File: config.mk
export PLATFORM = sky130hd
export DESIGN_NAME = charge_station
export DESIGN_NICKNAME = d
export VERILOG_FILES = /design/src/rtl/charge_station.sv
export SDC_FILE = /design/constraint.sdc
export NUM_CORES = 1
export LEC_CHECK = 0
export BUFFER_PORTS_ARGS = -buffer_cell sky130_fd_sc_hd__buf_2
export CAP_MARGIN = 20
export CELL_PAD_IN_SITES_DETAIL_PLACEMENT = 1
export CELL_PAD_IN_SITES_GLOBAL_PLACEMENT = 1
export CORE_MARGIN = 10
export CORE_UTILIZATION = 29
export CTS_BUF_LIST = sky130_fd_sc_hd__clkbuf_2 sky130_fd_sc_hd__clkbuf_4 sky130_fd_sc_hd__clkbuf_8
export DETAILED_ROUTE_END_ITERATION = 7
export GPL_ROUTABILITY_DRIVEN = 0
export GPL_TIMING_DRIVEN = 1
export PLACE_DENSITY_LB_ADDON = 0.1
export SLEW_MARGIN = 5
export SYNTH_ARGS = -nofsm -noshare
export SYNTH_HDL_FRONTEND = slang
export SYNTH_SLANG_ARGS = --single-unit
export TNS_END_PERCENT = 50
File: constraint.sdc
create_clock -name CLK -period 17.15 [get_ports CLK]
set_input_delay 2.5725 -clock CLK [delete_from_list [all_inputs] [get_ports CLK]]
set_output_delay 2.5725 -clock CLK [all_outputs]
set_load 0.02 [all_outputs]
File: src/rtl/charge_station.sv
// charge_station
//
// Multi-port charging-station controller. Every port runs its own
// IDLE -> ENTRY -> CHARGE state machine. The shared keypad and display
// are routed to one port at a time by chan_sel.
//
// Optional feature macro: CHARGE_ABORT_EN
//   defined   : a clear key on a charging port aborts the charge at once
//   undefined : clear is ignored while a port is charging
//
// Parameters
//   CHANNELS     number of independent ports (1..8)
//   MAX_MONEY    upper clamp for the entered amount
//   RATE         minutes of charge per money unit (MAX_MONEY*RATE <= 254)
//   TICK_DIV     CLK cycles per minute tick
//   IDLE_TIMEOUT CLK cycles of keypad inactivity before an entry is dropped
//
// Ports
//   CLK       in   clock, rising edge
//   RST       in   asynchronous active-high reset
//   startSet  in   key strobe; its rising edge is the set event
//   chan_sel  in   port addressed by keypad and display
//   num       in   digit key, values of 10 or more mean "no digit"
//   start     in   start key
//   clear     in   clear key
//   enter     in   enter key
//   money     out  money of the selected port (8'hFF when idle/invalid)
//   restime   out  remaining minutes of the selected port (8'hFF when idle/invalid)
//   busy      out  bit i high while port i is charging

module charge_station #(
  parameter int CHANNELS     = 2,
  parameter int MAX_MONEY    = 20,
  parameter int RATE         = 2,
  parameter int TICK_DIV     = 25000,
  parameter int IDLE_TIMEOUT = 250000,
  localparam int SEL_W       = (CHANNELS > 1) ? $clog2(CHANNELS) : 1
) (
  input  logic                CLK,
  input  logic                RST,
  input  logic                startSet,
  input  logic [SEL_W-1:0]    chan_sel,
  input  logic [4:0]          num,
  input  logic                start,
  input  logic                clear,
  input  logic                enter,
  output logic [7:0]          money,
  output logic [7:0]          restime,
  output logic [CHANNELS-1:0] busy
);

  localparam int TICK_W = (TICK_DIV > 1) ? $clog2(TICK_DIV) : 1;
  localparam int IDLE_W = (IDLE_TIMEOUT > 1) ? $clog2(IDLE_TIMEOUT) : 1;

  localparam logic [TICK_W-1:0] TICK_LAST = TICK_W'(TICK_DIV - 1);
  localparam logic [IDLE_W-1:0] IDLE_LAST = IDLE_W'(IDLE_TIMEOUT - 1);
  localparam logic [7:0]        MAX_M     = 8'(MAX_MONEY);

  typedef enum logic [1:0] {
    ST_IDLE,
    ST_ENTRY,
    ST_CHARGE
  } state_t;

  typedef enum logic [2:0] {
    KEY_NONE,
    KEY_DIGIT,
    KEY_START,
    KEY_CLEAR,
    KEY_ENTER
  } key_t;

  // Per-port registers
  state_t            state_q   [CHANNELS];
  state_t            state_d   [CHANNELS];
  logic [7:0]        money_q   [CHANNELS];
  logic [7:0]        money_d   [CHANNELS];
  logic [7:0]        restime_q [CHANNELS];
  logic [7:0]        restime_d [CHANNELS];
  logic [TICK_W-1:0] tick_q    [CHANNELS];
  logic [TICK_W-1:0] tick_d    [CHANNELS];
  logic [IDLE_W-1:0] idle_q    [CHANNELS];
  logic [IDLE_W-1:0] idle_d    [CHANNELS];
  logic              armed_q   [CHANNELS];
  logic              armed_d   [CHANNELS];

  // Shared keypad registers
  logic start_set_q;
  logic start_set_d;
  logic set_en_q;
  logic set_en_d;

  logic sel_valid;
  logic set_evt;
  key_t key;

  // The set event needs the previous startSet sample, and is also held off
  // until one full clock has passed since reset release so that a strobe
  // already high when reset drops cannot fire on the very first edge.
  always_comb begin
    sel_valid   = (int'(32'(chan_sel)) < CHANNELS);
    start_set_d = startSet;
    set_en_d    = 1'b1;
    set_evt     = startSet && !start_set_q && set_en_q && sel_valid;
  end

  // Key decode with fixed priority enter > clear > start > digit, so that
  // several keys held together always resolve to exactly one action.
  always_comb begin
    key = KEY_NONE;
    if (enter) begin
      key = KEY_ENTER;
    end else if (clear) begin
      key = KEY_CLEAR;
    end else if (start) begin
      key = KEY_START;
    end else if (num < 5'd10) begin
      key = KEY_DIGIT;
    end
  end

  logic hit;
  int   digit_val;
  int   digit_clamped;

  // Next-state logic for every port. Defaults hold the registers; each state
  // then applies its own timer behaviour first and lets an addressed key
  // action override it, so a key press coinciding with an idle timeout wins.
  always_comb begin
    hit           = 1'b0;
    digit_val     = 0;
    digit_clamped = 0;
    for (int i = 0; i < CHANNELS; i++) begin
      state_d[i]   = state_q[i];
      money_d[i]   = money_q[i];
      restime_d[i] = restime_q[i];
      tick_d[i]    = tick_q[i];
      idle_d[i]    = idle_q[i];
      armed_d[i]   = armed_q[i];

      hit = set_evt && (int'(32'(chan_sel)) == i);

      case (state_q[i])
        ST_IDLE: begin
          if (hit && key == KEY_START) begin
            state_d[i]   = ST_ENTRY;
            money_d[i]   = 8'd0;
            restime_d[i] = 8'd0;
            armed_d[i]   = 1'b1;
            idle_d[i]    = '0;
          end
        end

        ST_ENTRY: begin
          if (armed_q[i]) begin
            if (idle_q[i] == IDLE_LAST) begin
              state_d[i] = ST_IDLE;
              armed_d[i] = 1'b0;
              idle_d[i]  = '0;
            end else begin
              idle_d[i] = idle_q[i] + IDLE_W'(1);
            end
          end

          if (hit) begin
            case (key)
              KEY_ENTER: begin
                // An empty amount cannot start a charge.
                if (money_q[i] != 8'd0) begin
                  state_d[i] = ST_CHARGE;
                  tick_d[i]  = '0;
                  armed_d[i] = 1'b0;
                  idle_d[i]  = '0;
                end
              end
              KEY_CLEAR, KEY_START: begin
                state_d[i]   = ST_ENTRY;
                money_d[i]   = 8'd0;
                restime_d[i] = 8'd0;
                armed_d[i]   = 1'b1;
                idle_d[i]    = '0;
              end
              KEY_DIGIT: begin
                // Shift in the digit keeping two decimal places, then clamp.
                digit_val     = (int'(money_q[i]) * 10 + int'(num)) % 100;
                digit_clamped = (digit_val > MAX_MONEY) ? MAX_MONEY : digit_val;
                state_d[i]    = ST_ENTRY;
                money_d[i]    = 8'(digit_clamped);
                restime_d[i]  = 8'(digit_clamped * RATE);
                armed_d[i]    = 1'b0;
              end
              default: begin
              end
            endcase
          end
        end

        ST_CHARGE: begin
          if (tick_q[i] == TICK_LAST) begin
            tick_d[i] = '0;
            if (restime_q[i] <= 8'd1) begin
              // Final minute: hand the port back to entry with a fresh timer.
              state_d[i]   = ST_ENTRY;
              money_d[i]   = 8'd0;
              restime_d[i] = 8'd0;
              armed_d[i]   = 1'b1;
              idle_d[i]    = '0;
            end else begin
              restime_d[i] = restime_q[i] - 8'd1;
            end
          end else begin
            tick_d[i] = tick_q[i] + TICK_W'(1);
          end
`ifdef CHARGE_ABORT_EN
          // Abort is refused on the final tick, which already ends the charge.
          if (hit && key == KEY_CLEAR &&
              !(tick_q[i] == TICK_LAST && restime_q[i] <= 8'd1)) begin
            state_d[i]   = ST_ENTRY;
            money_d[i]   = 8'd0;
            restime_d[i] = 8'd0;
            tick_d[i]    = '0;
            armed_d[i]   = 1'b1;
            idle_d[i]    = '0;
          end
`endif
        end

        default: begin
          state_d[i] = ST_IDLE;
        end
      endcase
    end
  end

  // State register for all ports plus the keypad strobe history.
  always_ff @(posedge CLK or posedge RST) begin
    if (RST) begin
      start_set_q <= 1'b0;
      set_en_q    <= 1'b0;
      for (int i = 0; i < CHANNELS; i++) begin
        state_q[i]   <= ST_IDLE;
        money_q[i]   <= 8'd0;
        restime_q[i] <= 8'd0;
        tick_q[i]    <= '0;
        idle_q[i]    <= '0;
        armed_q[i]   <= 1'b0;
      end
    end else begin
      start_set_q <= start_set_d;
      set_en_q    <= set_en_d;
      for (int i = 0; i < CHANNELS; i++) begin
        state_q[i]   <= state_d[i];
        money_q[i]   <= money_d[i];
        restime_q[i] <= restime_d[i];
        tick_q[i]    <= tick_d[i];
        idle_q[i]    <= idle_d[i];
        armed_q[i]   <= armed_d[i];
      end
    end
  end

  // Display mux. Looping over ports avoids indexing past the array when
  // chan_sel addresses a port that does not exist.
  always_comb begin
    money   = 8'hFF;
    restime = 8'hFF;
    for (int i = 0; i < CHANNELS; i++) begin
      if (sel_valid && int'(32'(chan_sel)) == i && state_q[i] != ST_IDLE) begin
        money   = money_q[i];
        restime = restime_q[i];
      end
    end
  end

  // busy decodes the state register directly.
  always_comb begin
    busy = '0;
    for (int i = 0; i < CHANNELS; i++) begin
      busy[i] = (state_q[i] == ST_CHARGE);
    end
  end

endmodule

==> results of run 1 <==
==> layout by cell type, fill, tap and decap left out, types with 9 or more instances in the layout <==
| master | Yosys | final |
|---|---|---|
| a211oi_1 | 13 | 13 |
| a21o_1 | 15 | 15 |
| a21oi_1 | 60 | 60 |
| a31oi_1 | 14 | 14 |
| and2_1 | 18 | 18 |
| and3_1 | 14 | 14 |
| buf_2 | 8 | 30 |
| clkbuf_8 | 0 | 9 |
| dfrtp_1 | 106 | 106 |
| ha_1 | 48 | 48 |
| inv_1 | 33 | 32 |
| mux2i_1 | 13 | 13 |
| nand2_1 | 139 | 139 |
| nand3_1 | 47 | 47 |
| nand4_1 | 30 | 30 |
| nor2_1 | 119 | 119 |
| nor3_1 | 33 | 33 |
| nor4_1 | 14 | 14 |
| o21a_1 | 12 | 12 |
| o21ai_0 | 77 | 77 |
| o22a_1 | 19 | 19 |
| o31ai_1 | 18 | 18 |
| o41ai_1 | 10 | 10 |
| or3_1 | 21 | 21 |
| xnor2_1 | 29 | 29 |
| xor2_1 | 51 | 51 |
==> how the worst max path moves through the flow <==
stage	from	slack (ns)	end
6_report	num[1]	7.91	restime_q[10]
5_1_grt	num[1]	7.46	restime_q[3]
4_1_cts	num[1]	7.85	restime_q[3]
3_5_place_dp	num[1]	7.45	restime_q[3]
3_3_place_gp	num[1]	7.79	restime_q[3]
2_1_floorplan	num[1]	8.46	restime_q[10]
==> final cells by class <==
type                            count  area share (%)
Antenna cell                        1          0.0238
Tap cell                          442            5.26
Multi-Input combinational cell   1021            64.5
Sequential cell                   106            25.2
Timing Repair Buffer               38            2.19
Clock buffer                       11            1.32
Inverter                           33            1.20
Clock inverter                      4           0.333
==> worst register-to-register path: cells and delay by family, from the launching register on <==
| family | cells | cell delay [ns] |
|---|---|---|
| muxes | 1 | 0.50 |
| adders and majority gates | 3 | 0.94 |
| xor gates and xnor gates | 3 | 1.08 |
| buffers and inverters | 1 | 0.06 |
| DFF | 1 | 0.53 |
| AOI/OAI and AO/OA | 10 | 3.34 |
| and+or+nand+nor | 5 | 1.65 |
==> power by group <==
group,internal (W),leakage (nW),switching [W]
clock,0.0000571,0.0848,0.0000937
combinational,0.000143,2.94,0.000321
sequential,0.000264,1.46,0.0000186
==> per-layer routing <==
layer | wire (um) | vias up | track usage, %
met5 | 0 | - | 0
met4 | 358 | 0 | 3.20
met3 | 522 | 21 | 1.39
met2 | 13400 | 78 | 23.0
met1 | 15800 | 4511 | 20.6
li1 | - | 4540 | -
==> registers in the layout (all words and copies together), names as in the netlist <==
register and cells:
tick_q 30, start_set_q 1, money_q 16, idle_q 36, state_q 4, set_en_q 1
armed_q 2, restime_q 16
==> per-stage QoR <==
step / total power [W] / hold WS [ns] / instance area (sq um)
after floorplan: 0.000611 / 0.465 / 9720
after global placement: 0.000756 / 0.495 / 10300
after detailed placement: 0.000756 / 0.499 / 10300
after CTS: 0.000912 / 0.525 / 10500
after global routing: 0.000969 / 0.556 / 10500
final: 0.000898 / 0.523 / 10500
==> kinds of logic (layout without fill, tap and decap cells) <==
kind of cell | Yosys count | after routing | synth area share, %
AOI/OAI and AO/OA | 363 | 363 | 27.4
xor gates and xnor gates | 80 | 80 | 7.21
adders and majority gates | 53 | 53 | 7.11
buffers and inverters | 68 | 86 | 3.00
DFF | 106 | 106 | 27.3
muxes | 18 | 18 | 1.98
other | 1 | 2 | 0.0386
and+or+nand+nor | 506 | 506 | 26.0
==> results.toml, run 1 <==
[clock_tree]
clk_path_buf_depth = 2
cts_setup_buffers = 0
cts_tree = "built"
clk_pin_slew_ns = 0.11
cts_root_buf = "clkbuf_8"
clock_sinks = 106
htreeDepth = 3
cts_hold_buf = 0
numCtsBuffers = 9
cts.repair.resized = 0
clkLatencyLatePin_ns = 0.39

[yosys]
yosysTopAreaCell = "dfrtp_1"
yosysMostFrequentCell = "nand2_1"
synthCells = 1195
synthTopCellsByCount = "nand2_1, nor2_1, dfrtp_1, o21ai_0, a21oi_1"
synth_top_area_share_pct = 27.3
synth_nets = 1259
synthFlopType = "dfrtp_1"
synth_edf_count = 0
ys_ff_latch = 106
ys_seq_area_share_pct = 27.3
synthTopCellsByArea = "dfrtp_1, ha_1, nand2_1"
async_flop_share_pct = 100
avgSynthCellArea_sq_um = 8.13
yosysWarnings = 0
syn_area_sq_um = 9720
synth.distinct_cells = 105

[worst_setup_path]
path_class = "input port to flip-flop"
cp_cell_sequence = "buf_2, ha_1, fa_1, nand3_1, a211oi_2, nand3_2, o41ai_1, a31oi_1, or4b_1, o21a_1, o41ai_4, mux2i_2, a211oi_2, o311ai_1, o211a_1, a311oi_1, xor2_1, or4_1, a311o_1, or4_1, a311oi_2, a41o_1"
crit_buf_inv = 1
cp-start-kind = "input port"
reg2reg_to = "restime_q[10]"
cpPeakStageDelay_ns = 0.70
cp_max_fo = 9
endpoint_kind = "flip-flop"
critPathTopFamily = "compound AO/OA/AOI/OAI gates"
timing.rr.start = "money_q[9]"
r2r_slack_ns = 8.98
critPathSlowestCell = "or4b_1"
crit_arrival_ns = 9.55
crit_required_ns = 17.46
cp.depth = 22
reg2reg_depth = 23

[grt]
antenna_found_initial = 0
grt_pass1_wl_mm = 49.7
grt_pass1_vias = 9156
grt_max_degree = 76
overflow = 0
grt_util_all_layers_pct = 14.4

[layout]
ff_latch_area_sq_um = 2650
fillers = 4014
utilization_pct = 32.1
stdcell_count = 1656
drive_above_1_share_pct = 8.41
multiInputGateArea_sq_um = 6780
nets = 1273
area_delta_synth_final_pct = 8.24

[detailed_routing]
drtPass1Iterations = 4
via_per_inst = 5.53
ant_nets = 0
wire_per_inst_um = 18.2
drc = 0
vias = 9150
drt_wl_total_mm = 30.1
dr.first_iter.drc_count = 463

[sta]
skew_ns = 0.0210
rsz0062_at_grt = "false"
max_slew_margin_pct = 33.1
setup_viol = 0
period_share_pct = 53.9
worst_pin_slew_ns = 0.996
tns_ns = 0
finalHoldViolCount = 0
fin_crit_ns = 9.24
maxSlewViolCount = 0
fmax_mhz = 108
setup_slack_ns = 7.91

[min_path]
hold_end = "tick_q[18]"
hp-class = "flip-flop to flip-flop"
hp-start = "tick_q[18]"
holdPathStages = 1

[floorplanning]
std_cell_rows = 66
start_util_pct = 29.6
die_h_um = 203
core_region_area_sq_um = 32800
fp.dieW_um = 203
die_area_sq_um = 41200
num_io_pins = 30

[run_status]
run_status = "completed"

[placed_design]
dp_cells = 1637
port_buffers = 29
dp_hpwl_mm = 23.7
preCtsSetupSlack_ns = 7.45

[power]
power.leakage_nw = 4.48
p_per_area_nw_per_um2 = 85.3
peakVddDrop_uv = 44.4

[job]
max_cap_violations = 0
Power figures use the tool's default switching activity.
==> run 2: changes to the inputs <==
Clock period 17.15 ns to 8.55 ns, I/O delays scaled along.
==> run 2 against run 1 <==
Register-to-register slack lost 8.4 ns. Via count rose by 1.3%. Die area did not move. Global-route usage rose by 0.41 points. Non-clock buffer count increased by 9. Critical path type is now flip-flop to flip-flop. Sequential cell count is the same. Routed wire length rose by 2.0%.
==> results.toml, run 2 (synthesis results as in run 1) <==
[min_path]
hp-class = "flip-flop to flip-flop"
hp-start = "tick_q[16]"
hold_end = "tick_q[16]"
holdPathStages = 2

[sta]
setup_viol = 0
worst_pin_slew_ns = 0.956
hold_ws_ns = 0.518
tns_ns = 0
max_slew_margin_pct = 36.1
maxSlewViolCount = 0
fmax_mhz = 126
finalHoldViolCount = 0
period_share_pct = 92.9
fin_crit_ns = 7.94
rsz0062_at_grt = "false"
skew_ns = 0.0166

[floorplanning]
core_region_area_sq_um = 32800
die_area_sq_um = 41200
std_cell_rows = 66
start_util_pct = 29.6
fp.dieW_um = 203
num_io_pins = 30
die_h_um = 203

[grt]
grt_max_degree = 69
grt_pass1_wl_mm = 51.3
overflow = 0
antenna_found_initial = 0
grt_pass1_vias = 9369
grt_util_all_layers_pct = 14.9

[layout]
reg_top3 = "idle_q x36, tick_q x30"
num_antenna_cells = 0
largest_reg_flops = 36
final_common_cell = "nand2_1"
drive_above_1_share_pct = 9.33
final_cell_area_sq_um = 10600
largest_register = "idle_q"
area_delta_synth_final_pct = 8.87
stdcell_count = 1664
nets = 1282
most-common-layout-cells = "nand2_1, nor2_1, dfrtp_1, o21ai_0, a21oi_1"

[placed_design]
dp_cells = 1649
placed_cell_area_sq_um = 10400
dp_hpwl_mm = 24.0
port_buffers = 29

[detailed_routing]
vias = 9272
ant_nets = 0
dr.first_iter.drc_count = 471
wire_per_inst_um = 18.5
drc = 0
drt_wl_total_mm = 30.7
via_per_inst = 5.57
drtPass1Iterations = 5

[worst_setup_path]
r2r_slack_ns = 0.61
endpoint_kind = "flip-flop"
crit_buf_inv = 1
reg2reg_to = "restime_q[10]"
crit_arrival_ns = 8.28
cp.depth = 23
cpPeakStageDelay_ns = 0.71
path_class = "flip-flop to flip-flop"
cp-start-kind = "flip-flop"
crit_required_ns = 8.89
critPathSlowestCell = "or4b_1"
reg2reg_depth = 23
cp_cell_sequence = "ha_1, ha_1, inv_1, fa_1, xor2_1, a211oi_2, nand3_2, o41ai_1, a31oi_1, or4b_1, o21a_1, o41ai_4, mux2i_2, mux2_4, or2_1, o211a_1, a311oi_1, xor2_1, or4_1, a311o_1, or4_1, a311oi_2, a41o_1"
critPathTopFamily = "compound AO/OA/AOI/OAI gates"
timing.rr.start = "money_q[11]"
cp_max_fo = 9

[clock_tree]
htreeDepth = 3
clkLatencyLatePin_ns = 0.40
cts_root_buf = "clkbuf_8"
numCtsBuffers = 9
cts_tree = "built"
clock_sinks = 106
clk_pin_slew_ns = 0.11
clk_path_buf_depth = 2

[power]
p_per_area_nw_per_um2 = 171
peakVddDrop_uv = 79.4
power.leakage_nw = 4.52

[run_status]
run_status = "completed"

[job]
max_cap_violations = 0
-- run 2: cell types whose count changed in the layout (fill, tap and decap cells not counted) --
| cell | before | now |
|---|---|---|
| clkinv_2 | 0 | 2 |
| o311ai_1 | 1 | 0 |
| clkinvlp_4 | 2 | 0 |
| xor2_2 | 0 | 1 |
| buf_2 | 30 | 29 |
| xor2_1 | 51 | 50 |
| o2bb2ai_2 | 0 | 1 |
| o2bb2ai_1 | 2 | 1 |
| o311ai_2 | 0 | 1 |
| inv_6 | 1 | 2 |
| buf_16 | 1 | 0 |
| buf_4 | 7 | 18 |
| diode_2 | 1 | 0 |
| inv_8 | 1 | 0 |
-- run 2: repair_timing --
action	CTS	global route
setup endpoints to repair	0	6
hold buffers	0	0
setup buffers	0	0
gates resized for setup	0	3
-- run 2: how the worst max path moves through the flow --
stage	from	end	slack (ns)
global route	money_q[11]	restime_q[10]	0.05
global placement	num[1]	restime_q[10]	0.48
finish	money_q[11]	restime_q[10]	0.61
detailed placement	num[1]	restime_q[9]	0.35
floorplan	num[1]	restime_q[10]	1.15
CTS	money_q[11]	restime_q[10]	0.45
-- run 2: tightest hold or removal path, stage by stage, from the launching register on --
cell and delay [ns]:
dfrtp_1 0.39, nand2_1 0.06, nand2_1 0.05
-- run 2: cell type report --
cell class,instances,area [sq um]
clock buffer,11,139
clock inverter,4,27.5
fill,4002,22200
inverter,33,126
multi-input combinational,1021,6800
sequential,106,2650
tap,442,553
timing repair buffer,47,280
-- run 2: layer usage --
metal	share of wire [%]	up-vias	global-route usage [%]	wire [um]
met1	53	4636	21.3	16200
met4	0.73	0	3.09	224
met5	0	-	0	0
met2	45	74	23.6	13800
met3	1.7	14	1.50	510
li1	-	4548	-	-
-- run 2: per-stage QoR --
step	power (W)	util (%)	setup WS, ns
2_1_floorplan	0.00123	-	1.15
3_3_place_gp	0.00153	31.7	0.477
3_5_place_dp	0.00153	31.7	0.355
4_1_cts	0.00184	32.2	0.449
5_1_grt	0.00197	32.3	0.0539
6_report	0.00181	32.3	0.606
-- run 2: report_power, final --
| part | switching, W | leakage [nW] | internal, W |
|---|---|---|---|
| sequential | 0.0000358 | 1.46 | 0.000530 |
| combinational | 0.000649 | 2.97 | 0.000295 |
| clock | 0.000188 | 0.0908 | 0.000113 |
| total | 0.000873 | 4.52 | 0.000938 |
==> run 3: changes to the inputs <==
Settings changed: BUFFER_PORTS_ARGS -buffer_cell sky130_fd_sc_hd__buf_2 to -buffer_cell sky130_fd_sc_hd__buf_4, CORE_MARGIN 10 to 4, GPL_ROUTABILITY_DRIVEN 0 to not set.
==> run 3 against run 2 <==
Critical path depth unchanged. Largest power group unchanged. Count of clock-buffer cells in the layout unchanged. Routed wire length decreased by 1.5%. Register-to-register slack got worse by 0.02 ns.
==> results.toml, run 3 (synthesis results as in run 1) <==
[power]
p_sw_share_pct = 46.6
power.internal_w = 0.00100
power.leakage_nw = 4.56
peakVddDrop_uv = 86.3
p_switching_w = 0.000874
clock_power_share_pct = 18.0
pwr-share-comb_pct = 51.7
p_per_area_nw_per_um2 = 176
p_total_w = 0.00188
power.share.sequential_pct = 30.3

[sta]
skew_ns = 0.0166
max_slew_margin_pct = 38.1
tns_ns = 0
maxSlewViolCount = 0
setup_viol = 0
fin_crit_ns = 7.96
finalHoldViolCount = 0
rsz0062_at_grt = "false"
worst_pin_slew_ns = 0.925
period_share_pct = 93.1
fmax_mhz = 126

[clock_tree]
cts_setup_buffers = 0
clk_pin_slew_ns = 0.11
clkLatencyLatePin_ns = 0.40
numCtsBuffers = 9
cts_tree = "built"
clk_path_buf_depth = 2
cts_root_buf = "clkbuf_8"
clock_sinks = 106
cts.repair.resized = 0
htreeDepth = 3
cts_hold_buf = 0

[layout]
utilization_pct = 32.6
num_antenna_cells = 0
area_delta_synth_final_pct = 9.90
nets = 1282
largest_register = "idle_q"
reg_top3 = "idle_q x36, tick_q x30"
drive_above_1_share_pct = 9.08
largest_reg_flops = 36
final_common_cell = "nand2_1"
stdcell_count = 1664
most-common-layout-cells = "nand2_1, nor2_1, dfrtp_1, o21ai_0, a21oi_1"

[worst_setup_path]
cp_max_fo = 10
endpoint_kind = "flip-flop"
critPathTopFamily = "compound AO/OA/AOI/OAI gates"
crit_buf_inv = 1
critPathSlowestCell = "xor2_1"
path_class = "flip-flop to flip-flop"
crit_arrival_ns = 8.30
crit_required_ns = 8.88
cp_cell_sequence = "ha_1, ha_1, inv_1, fa_1, and2b_1, o22ai_2, xor2_1, nor2_1, xnor2_1, a221o_1, and2_1, o41ai_4, or4b_4, a31oi_4, o311ai_1, o211a_1, a311oi_1, xor2_1, or4_1, a311o_1, or4_1, a311oi_2, a41o_1"
cp-start-kind = "flip-flop"
cpPeakStageDelay_ns = 0.73

[placed_design]
place_congestion = 0.817
dp_hpwl_mm = 23.8
port_buffers = 29
dp_cells = 1648

[detailed_routing]
dr.first_iter.drc_count = 462
wire_per_inst_um = 18.2
drtPass1Iterations = 4
drc = 0
wl_met3_um = 503
via_per_inst = 5.52
route.met2.wl_mm = 13.5
vias = 9180
maxUsedRoutingLayer = "met4"
wl_met1_mm = 16.0
drt_wl_total_mm = 30.3
ant_nets = 0

[grt]
grt_util_all_layers_pct = 16.8
antenna_found_initial = 0
overflow = 0
grt_max_degree = 78
grt_pass1_wl_mm = 50.6
grt_pass1_vias = 9405

[floorplanning]
std_cell_rows = 66
die_h_um = 191
core_region_area_sq_um = 32800
fp.dieW_um = 191
start_util_pct = 29.6
num_io_pins = 30
die_area_sq_um = 36500

[run_status]
run_status = "completed"

[min_path]
hp-class = "flip-flop to flip-flop"

[job]
max_cap_violations = 0
-- run 3: cell count changes in the layout (fill, tap and decap cells not counted), sizes merged --
cell	previous run	this run
bufinv	0	1
clkinvlp	0	1
inv	35	33
-- run 3: path summary, 6_finish.rpt --
path,end,slack [ns],cells after the start,from
setup / recovery,restime_q[10],0.59,23,money_q[11]
hold / removal,tick_q[16],0.51,2,tick_q[16]
setup reg to reg,restime_q[10],0.59,23,money_q[11]
hold reg to reg,tick_q[16],0.51,2,tick_q[16]
max in group asynchronous,restime_q[11],6.58,4,RST
min in group asynchronous,idle_q[30],0.87,2,RST
-- run 3: through the flow --
stage | area (sq um) | setup WS (ns) | hold WS [ns]
2_1_floorplan | 9720 | 1.15 | 0.465
3_3_place_gp | 10500 | 0.626 | 0.488
3_5_place_dp | 10500 | 0.477 | 0.495
4_1_cts | 10700 | 0.595 | 0.519
5_1_grt | 10700 | 0.0169 | 0.543
6_report | 10700 | 0.588 | 0.511
-- run 3: cell type report --
class	count	area, sq um
clock buffers	11	151
inverters	33	126
flip-flops and latches	106	2650
fillers	3952	22100
repair buffers	47	365
well taps	442	553
multi-input cells	1021	6780
clock inverters	4	51.3
-- run 3: layer usage --
| metal | GRT usage, % | vias up |
|---|---|---|
| met3 | 1.63 | 15 |
| met1 | 24.7 | 4532 |
| met5 | 0 | - |
| met2 | 26.8 | 71 |
| li1 | - | 4562 |
| met4 | 3.43 | 0 |
-- run 3: worst reg2reg max path: stages (launching register included) --
cell and delay [ns]:
dfrtp_1 0.46, ha_1 0.33, ha_1 0.17, inv_1 0.05
fa_1 0.42, and2b_1 0.29, o22ai_2 0.13, xor2_1 0.73
nor2_1 0.25, xnor2_1 0.23, a221o_1 0.36, and2_1 0.25
o41ai_4 0.49, or4b_4 0.55, a31oi_4 0.27, o311ai_1 0.21
o211a_1 0.31, a311oi_1 0.41, xor2_1 0.11, or4_1 0.44
a311o_1 0.40, or4_1 0.43, a311oi_2 0.39, a41o_1 0.22
-- run 3: power groups by stage --
stage / logic (W) / registers [W] / clock network, W
CTS: 0.000988 / 0.000567 / 0.000357
global placement: 0.000986 / 0.000577 / 0
finish: 0.000971 / 0.000568 / 0.000338
floorplan: 0.000661 / 0.000565 / 0
global route: 0.00109 / 0.000573 / 0.000374
detailed placement: 0.000984 / 0.000577 / 0
